### config.mk
export PLATFORM = sky130hd
export DESIGN_NAME = img_stream_packer_flat
export DESIGN_NICKNAME = d
export VERILOG_FILES = /design/src/rtl/tcb_pkg.sv /design/src/rtl/img_stream_packer_if.sv /design/src/rtl/img_stream_packer_frame_out_slot.sv /design/src/rtl/img_stream_packer.sv /design/src/flat_wrapper.sv
export SDC_FILE = /design/constraint.sdc
export NUM_CORES = 2
export LEC_CHECK = 0
export CAP_MARGIN = 20
export CORE_MARGIN = 2
export CORE_UTILIZATION = 40
export DETAILED_ROUTE_END_ITERATION = 10
export GPL_ROUTABILITY_DRIVEN = 0
export HOLD_SLACK_MARGIN = 0.05
export PLACE_DENSITY = 0.67
export SLEW_MARGIN = 10
export SYNTH_ARGS = -nofsm -noshare
export SYNTH_HDL_FRONTEND = slang
export SYNTH_SLANG_ARGS = --single-unit
export TNS_END_PERCENT = 5
### constraint.sdc
create_clock -name clk -period 4.2 [get_ports clk]
set_input_delay 0.63 -clock clk [delete_from_list [all_inputs] [get_ports clk]]
set_output_delay 0.63 -clock clk [all_outputs]
set_load 0.1 [all_outputs]
### src/rtl/tcb_pkg.sv
// Shared constants and fill-FSM encoding for the TCB 121-64-10
// image input stage.
package tcb_pkg;

   localparam int PIX_W = 8;
   localparam int N_PIX = 121;
   localparam int IMG_W = PIX_W * N_PIX;
   localparam int CNT_W = 7;

   localparam logic [CNT_W-1:0] LAST_CNT = CNT_W'(N_PIX - 1);

   typedef enum logic {
      S_FILL = 1'b0,
      S_FULL = 1'b1
   } fill_state_t;

endpackage

### src/rtl/img_stream_packer_if.sv
// Pixel stream in, packed frame out, with their valid/ready
// handshakes and the alignment-error pulse.
interface img_stream_packer_if;

   logic [tcb_pkg::PIX_W-1:0] pix_data;
   logic                      pix_valid;
   logic                      pix_sof;
   logic                      pix_ready;
   logic [tcb_pkg::IMG_W-1:0] img_source;
   logic                      valid_top;
   logic                      ready_top;
   logic                      frame_err;

   modport master (
      output pix_data, pix_valid, pix_sof, ready_top,
      input  pix_ready, img_source, valid_top, frame_err
   );

   modport slave (
      input  pix_data, pix_valid, pix_sof, ready_top,
      output pix_ready, img_source, valid_top, frame_err
   );

endinterface

### src/rtl/img_stream_packer_frame_out_slot.sv
// Output holding register: a frame plus its valid bit, loaded
// from the fill side and released by the downstream transfer.
module frame_out_slot
   import tcb_pkg::*;
(
   input  logic             clk,
   input  logic             rst,
   input  logic             i_load,
   input  logic [IMG_W-1:0] i_data,
   input  logic             i_ready,
   output logic             o_valid,
   output logic [IMG_W-1:0] o_data
);

   logic             r_valid;
   logic [IMG_W-1:0] r_data;

   always_ff @(posedge clk) begin
      if (rst) begin
         r_valid <= 1'b0;
         r_data  <= '0;
      end else if (i_load) begin
         r_valid <= 1'b1;
         r_data  <= i_data;
      end else if (r_valid && i_ready) begin
         r_valid <= 1'b0;
      end
   end

   assign o_valid = r_valid;
   assign o_data  = r_data;

endmodule

### src/rtl/img_stream_packer.sv
// Packs a raster stream of 121 8-bit pixels into one 968-bit
// frame; double-buffered behind a single output slot.
module img_stream_packer
   import tcb_pkg::*;
(
   input  logic              clk,
   input  logic              rst,
   img_stream_packer_if.slave io
);

   fill_state_t      r_state;
   fill_state_t      w_state_nxt;
   logic [IMG_W-1:0] r_fill;
   logic [IMG_W-1:0] w_fill_nxt;
   logic [IMG_W-1:0] w_load_data;
   logic [CNT_W-1:0] r_cnt;
   logic             r_err;
   logic             w_beat;
   logic             w_last;
   logic             w_misalign;
   logic             w_xfer;
   logic             w_slot_free;
   logic             w_load;
   logic             w_valid;
   logic [IMG_W-1:0] w_img;

   assign io.pix_ready = (r_state == S_FILL) & ~rst;

   assign w_beat      = io.pix_valid & io.pix_ready;
   assign w_last      = w_beat & ~io.pix_sof & (r_cnt == LAST_CNT);
   assign w_misalign  = w_beat & io.pix_sof & (r_cnt != '0);
   assign w_xfer      = w_valid & io.ready_top;
   assign w_slot_free = ~w_valid | io.ready_top;
   assign w_fill_nxt  = {r_fill[IMG_W-PIX_W-1:0], io.pix_data};

   // A completed frame bypasses FULL when the slot frees this edge
   always_comb begin
      w_state_nxt = r_state;
      w_load      = 1'b0;
      w_load_data = w_fill_nxt;
      unique case (r_state)
         S_FILL: begin
            if (w_last) begin
               if (w_slot_free) w_load = 1'b1;
               else             w_state_nxt = S_FULL;
            end
         end
         S_FULL: begin
            w_load_data = r_fill;
            if (w_xfer) begin
               w_load      = 1'b1;
               w_state_nxt = S_FILL;
            end
         end
      endcase
   end

   always_ff @(posedge clk) begin
      if (rst) begin
         r_state <= S_FILL;
         r_cnt   <= '0;
         r_fill  <= '0;
         r_err   <= 1'b0;
      end else begin
         r_state <= w_state_nxt;
         r_err   <= w_misalign;
         if (w_beat) begin
            r_fill <= w_fill_nxt;
            if (io.pix_sof)  r_cnt <= CNT_W'(1);
            else if (w_last) r_cnt <= '0;
            else             r_cnt <= r_cnt + 1'b1;
         end
      end
   end

   frame_out_slot u_slot (
      .clk     (clk),
      .rst     (rst),
      .i_load  (w_load),
      .i_data  (w_load_data),
      .i_ready (io.ready_top),
      .o_valid (w_valid),
      .o_data  (w_img)
   );

   assign io.valid_top  = w_valid;
   assign io.img_source = w_img;
   assign io.frame_err  = r_err;

endmodule

### src/flat_wrapper.sv
// flat-port wrapper written by rule: the top's interface ports become plain ports
module img_stream_packer_flat import tcb_pkg::*;
  (clk, rst, io_pix_data, io_pix_valid, io_pix_sof, io_ready_top, io_pix_ready, io_img_source, io_valid_top, io_frame_err);
  img_stream_packer_if io_i ();
  input  logic clk;
  input  logic rst;
  input wire logic [$bits(io_i.pix_data)-1:0] io_pix_data;
  input wire logic [$bits(io_i.pix_valid)-1:0] io_pix_valid;
  input wire logic [$bits(io_i.pix_sof)-1:0] io_pix_sof;
  input wire logic [$bits(io_i.ready_top)-1:0] io_ready_top;
  output wire logic [$bits(io_i.pix_ready)-1:0] io_pix_ready;
  output wire logic [$bits(io_i.img_source)-1:0] io_img_source;
  output wire logic [$bits(io_i.valid_top)-1:0] io_valid_top;
  output wire logic [$bits(io_i.frame_err)-1:0] io_frame_err;
  assign io_i.pix_data = io_pix_data;
  assign io_i.pix_valid = io_pix_valid;
  assign io_i.pix_sof = io_pix_sof;
  assign io_i.ready_top = io_ready_top;
  assign io_pix_ready = io_i.pix_ready;
  assign io_img_source = io_i.img_source;
  assign io_valid_top = io_i.valid_top;
  assign io_frame_err = io_i.frame_err;
  img_stream_packer u_core (.clk(clk), .rst(rst), .io(io_i));
endmodule
After elaboration in Yosys (flattened, before gate mapping):

Index checks and enable logic that the tools add are counted.

* register bits after elaboration: 1946
* bits of input ports: 13
* output and inout port bits: 971

* add/subtract/negate cells: 1
* equal/unequal tests: 1
* multiplexer cells: 13
* bitwise logic cells: 12
* reduce and logical (&&, ||, !) cells: 3

Operators with widths (count)
* 968-bit two-way mux: 1
* 7-bit two-way mux: 2
* 1-bit two-way mux: 8
* 7-bit by 1-bit adder with 7-bit output, second input constant: 1
* 1-bit AND: 7
* 7-bit == test, second input constant: 1
* 7-bit nonzero test: 1
* 1-bit inverter: 4
* 1-bit case mux with 2 select lines: 2
* 2-bit nonzero test: 1
* 1-bit logical AND: 1
* 1-bit bitwise OR: 1

Depth between registers and ports, before layout:

* depth in word-level cells: 8
* mapped depth: 9
* depth with buffers taken out: 6

By module:

From an unflattened synthesis, not the netlist that was laid out.

* cell total of the unflattened synthesis: 8459
* area total of the unflattened synthesis: 81303.0 um^2

Modules (own cells, without submodules)
* img_stream_packer: times used 1, cells each 5335, area an instance 47127.7 um^2
* frame_out_slot: times used 1, cells each 3124, area an instance 34175.3 um^2

Worst setup path after synthesis:

No wires, ideal clock.

* path kind: in2out
* start point: in rst
* end point: out io_pix_ready
* arrival: 2.808 ns
* data required time: 3.570 ns
* slack: 0.762 ns
* stages on the path: 6
* path buffers: 5
* cell sequence: buf_2 -> buf_2 -> clkbuf_1 -> clkbuf_1 -> buf_1 -> nor2_1

* cells in the longest elaborated chain, start to end: 2

Ends and longest elaborated chain
* start, declared: RTL line flat_wrapper.sv:6 `input logic rst;`
* 1-bit inverter: RTL line img_stream_packer.sv:27 `assign io.pix_ready = (r_state == S_FILL) & ~rst;`
* 1-bit AND: RTL line img_stream_packer.sv:27
* end, declared: RTL line flat_wrapper.sv:11 `output wire logic [$bits(io_i.pix_ready)-1:0] io_pix_ready;`

No other way between the ends.

Worst setup path in the final report:

* start point: reg u_core.r_state
* end point: out io_pix_ready

* cells in the longest elaborated chain, start to end: 2

Ends and longest elaborated chain
* start, declared: RTL line img_stream_packer.sv:11 `fill_state_t r_state;`
* start signal, assigned: RTL line img_stream_packer.sv:65 `r_state <= w_state_nxt;`
* 1-bit inverter: RTL line img_stream_packer.sv:27
* 1-bit AND: RTL line img_stream_packer.sv:27

No other way between the ends.

==> results by group <==
Timing
  – Relative slew slack: 0.1927
  – Final setup viols: 0
  – Clock Skew: 0.03993 ns
  – RSZ-0062 raised after global routing: false
  – Worst-Margin Slew: 1.207 ns
  – Final setup margin: 0.7495 ns
  – Max-slew violations: 0
  – Fin crit share: 0.8215
  – Setup TNS: 0 ns
  – FMAX: 289.8 MHz
  – Minimum clock period: 3.450 ns
  – Final hold viol count: 0

Clock network
  – CTS Root Cell: clkbuf_16
  – TritonCTS buffer count: 207
  – Post CTS Setup Buffer Count: 0
  – Post-CTS Hold Buffers: 0
  – Post-cts resize count: 0
  – Clk Latency, worst-skew pair: 0.87 ns
  – CTS clock-pin slew for the worst setup and hold paths: 0.06 ns
  – Clock Path Buffers: 3
  – TritonCTS clock tree: built
  – Htree depth: 4
  – CTS sink count: 1,946

Critical path
  – CP cell instances: buf_12, buf_4, nor2_1, buf_12
  – Crit path required time: 3.57 ns
  – CP Capture Type: output port
  – Kind of critical path: register to output port
  – Max incr delay on CP: 0.64 ns
  – Reg2reg start: u_core.r_cnt[0]
  – Critical path launch point type: register
  – Worst EP arrival: 2.82 ns
  – Worst Setup SP: u_core.r_state
  – Slowest library cell on the worst path: buf_4
  – Most used cell, CP: buf_12
  – Top delay family on crit path: buffers and inverters
  – CP max FO: 76
  – Buf+Inv Stages, Crit Path: 3

Routing
  – DR iter-0 viols: 4,968
  – Post-Route WL: 254.0 mm
  – Vias/cell: 5.082
  – Drt drc: 0
  – Final antenna-violating net count: 0
  – Via Count: 66,570
  – WL/cell: 19.39 um
  – DRT Pass-1 Iters: 5

Floorplan
  – Die height: 471.8 um
  – IO Count: 984
  – Core Box Area: 217,400 um2
  – Die width: 471.8 um
  – Num rows: 171
  – Die Footprint: 222,600 um2
  – Initial core utilization: 0.4026

Synth
  – Synth Area per Inst: 9.181 um2
  – Synth warnings: 0
  – Cells after Synth: 9,533
  – Mapped cell area: 87,530 um2
  – Seq/Total Area, Yosys: 0.4451
  – #FFs+latches synth: 1,946
  – Netlist cell types: 34
  – Mapped Nets: 9,548

Job
  – Max Cap Viol: 0

Placement
  – Post-DP HPWL: 169.4 mm
  – Number of port buffers: 983
  – Pre-CTS WS: 0.7969 ns
  – Dpl cell area: 98,800 um2
  – Placed cell count: 12,718

Layout
  – Post-layout util: 0.4867
  – Most frequent cells in the layout: dfxtp_1 (1,945), nand2_1 (1,941), nor2_1 (975)
  – Share of cells above drive strength 1: 0.08267
  – Area Growth Syn to Fin: 20.89%
  – Final Cell Area: 105,800 um2
  – Finished Layout Cells: 13,100
  – Commonest non-fill, non-tap cell in the layout: dfxtp_1
  – Layout Nets: 10,088

Global route
  – First-pass GRT wire length: 386.3 mm
  – Total grt overflow: 0
  – Vias in the first global route: 63,811
  – Initial antenna violation count: 5
  – Largest net degree at the start of global routing: 248
  – All-Layer GR Usage: 0.2189

Power and ir drop
  – Static Leak: 42.96 nW
  – PD cells: 362.2 nW/um2
  – VDD IR max: 0.4226 mV

Outcome
  – Outcome: complete, no violations

Hold path
  – Hold_sp: rst
  – Hold Crit Class: input port to register
## Yosys cell counts, drive strengths merged
master  number  share of area
nor3b        1       0.000086
a221oi       2        0.00020
o31ai        1       0.000086
inv          4        0.00017
nor4         2        0.00014
mux2       968           0.12
buf        168          0.014
nor4b        1        0.00010
and4b        1        0.00011
a21oi        7        0.00040
nand4b       1        0.00010
ha           2        0.00029
or3b         1        0.00010
nor2b      970          0.069
o22ai        1        0.00014
or4          2        0.00017
nand3        4        0.00023
and2         1       0.000072
and4         1        0.00010
nand3b     969          0.083
a211oi       1       0.000086
nand2     1941          0.083
a31oi        2        0.00014
nor2       975          0.042
mux2i      968           0.11
dfxtp     1946           0.45
o21ai        2        0.00011
and3         1       0.000072
clkbuf     589          0.025
or2          1       0.000072
## path summary, 6_finish.rpt
path / cells past startpoint / slack [ns] / to
worst min-delay path: 3 / 0.30 / u_core.r_fill[763]
worst max register to register: 9 / 1.44 / u_core.u_slot.o_data[346]
worst min register to register: 2 / 0.45 / u_core.r_fill[512]
worst max-delay path: 4 / 0.75 / io_pix_ready
## report_power, final
group	internal [W]	switching [W]	leakage [nW]
logic	0.000229	0.000752	23.8
registers	0.0185	0.0000163	15.7
clock network	0.0110	0.00784	3.45
## kinds of logic after synthesis
kind of cell,share of synthesized area
AO/OA/AOI/OAI,0.001172
adder cells (fa/ha/maj),0.0002859
buffers and inverters,0.03934
flip-flops,0.4451
multiplexers,0.2352
AND/OR/NAND/NOR,0.2789
## cell type report
type	count	area (um2)
fill	19982	111600
multi-input combinational	6826	45140
sequential	1946	38960
timing repair buffer	1088	11110
clock buffer	311	6147
tap	2854	3571
clock inverter	70	859.6
inverter	4	15.01
antenna	1	2.502
## worst register-to-register path, cell delays in order, from the launching register on
cell and delay [ns]:
dfxtp_1 0.39, inv_1 0.08, ha_1 0.19, nor2b_1 0.17
and4b_1 0.24, o22ai_4 0.19, buf_12 0.20, buf_4 0.29
buf_12 0.46, mux2_1 0.45
## metal layers
| layer | global-route usage | up-vias | wire (um) |
|---|---|---|---|
| met3 | 0.03751 | 401 | 12540 |
| met4 | 0.1045 | 2 | 12610 |
| met2 | 0.3444 | 1655 | 113700 |
| li1 | - | 32370 | - |
| met5 | 0 | - | 9 |
| met1 | 0.2909 | 32142 | 115200 |
## sequential cells by signal, summed over array words and instances (netlist names)
register	flops
u_core.r_state	1
u_core.u_slot.o_valid	1
u_core.r_fill	968
u_core.io.frame_err	1
u_core.u_slot.o_data	968
u_core.r_cnt	7
## metrics by stage
stage	power, W	hold WS [ns]
3_5_place_dp	0.01988	0.4565
4_1_cts	0.03875	0.2188
5_1_grt	0.03955	0.2719
3_3_place_gp	0.01987	0.4501
6_report	0.03832	0.2974
2_1_floorplan	0.01963	0.4432
(Power assumes the default switching activity.)
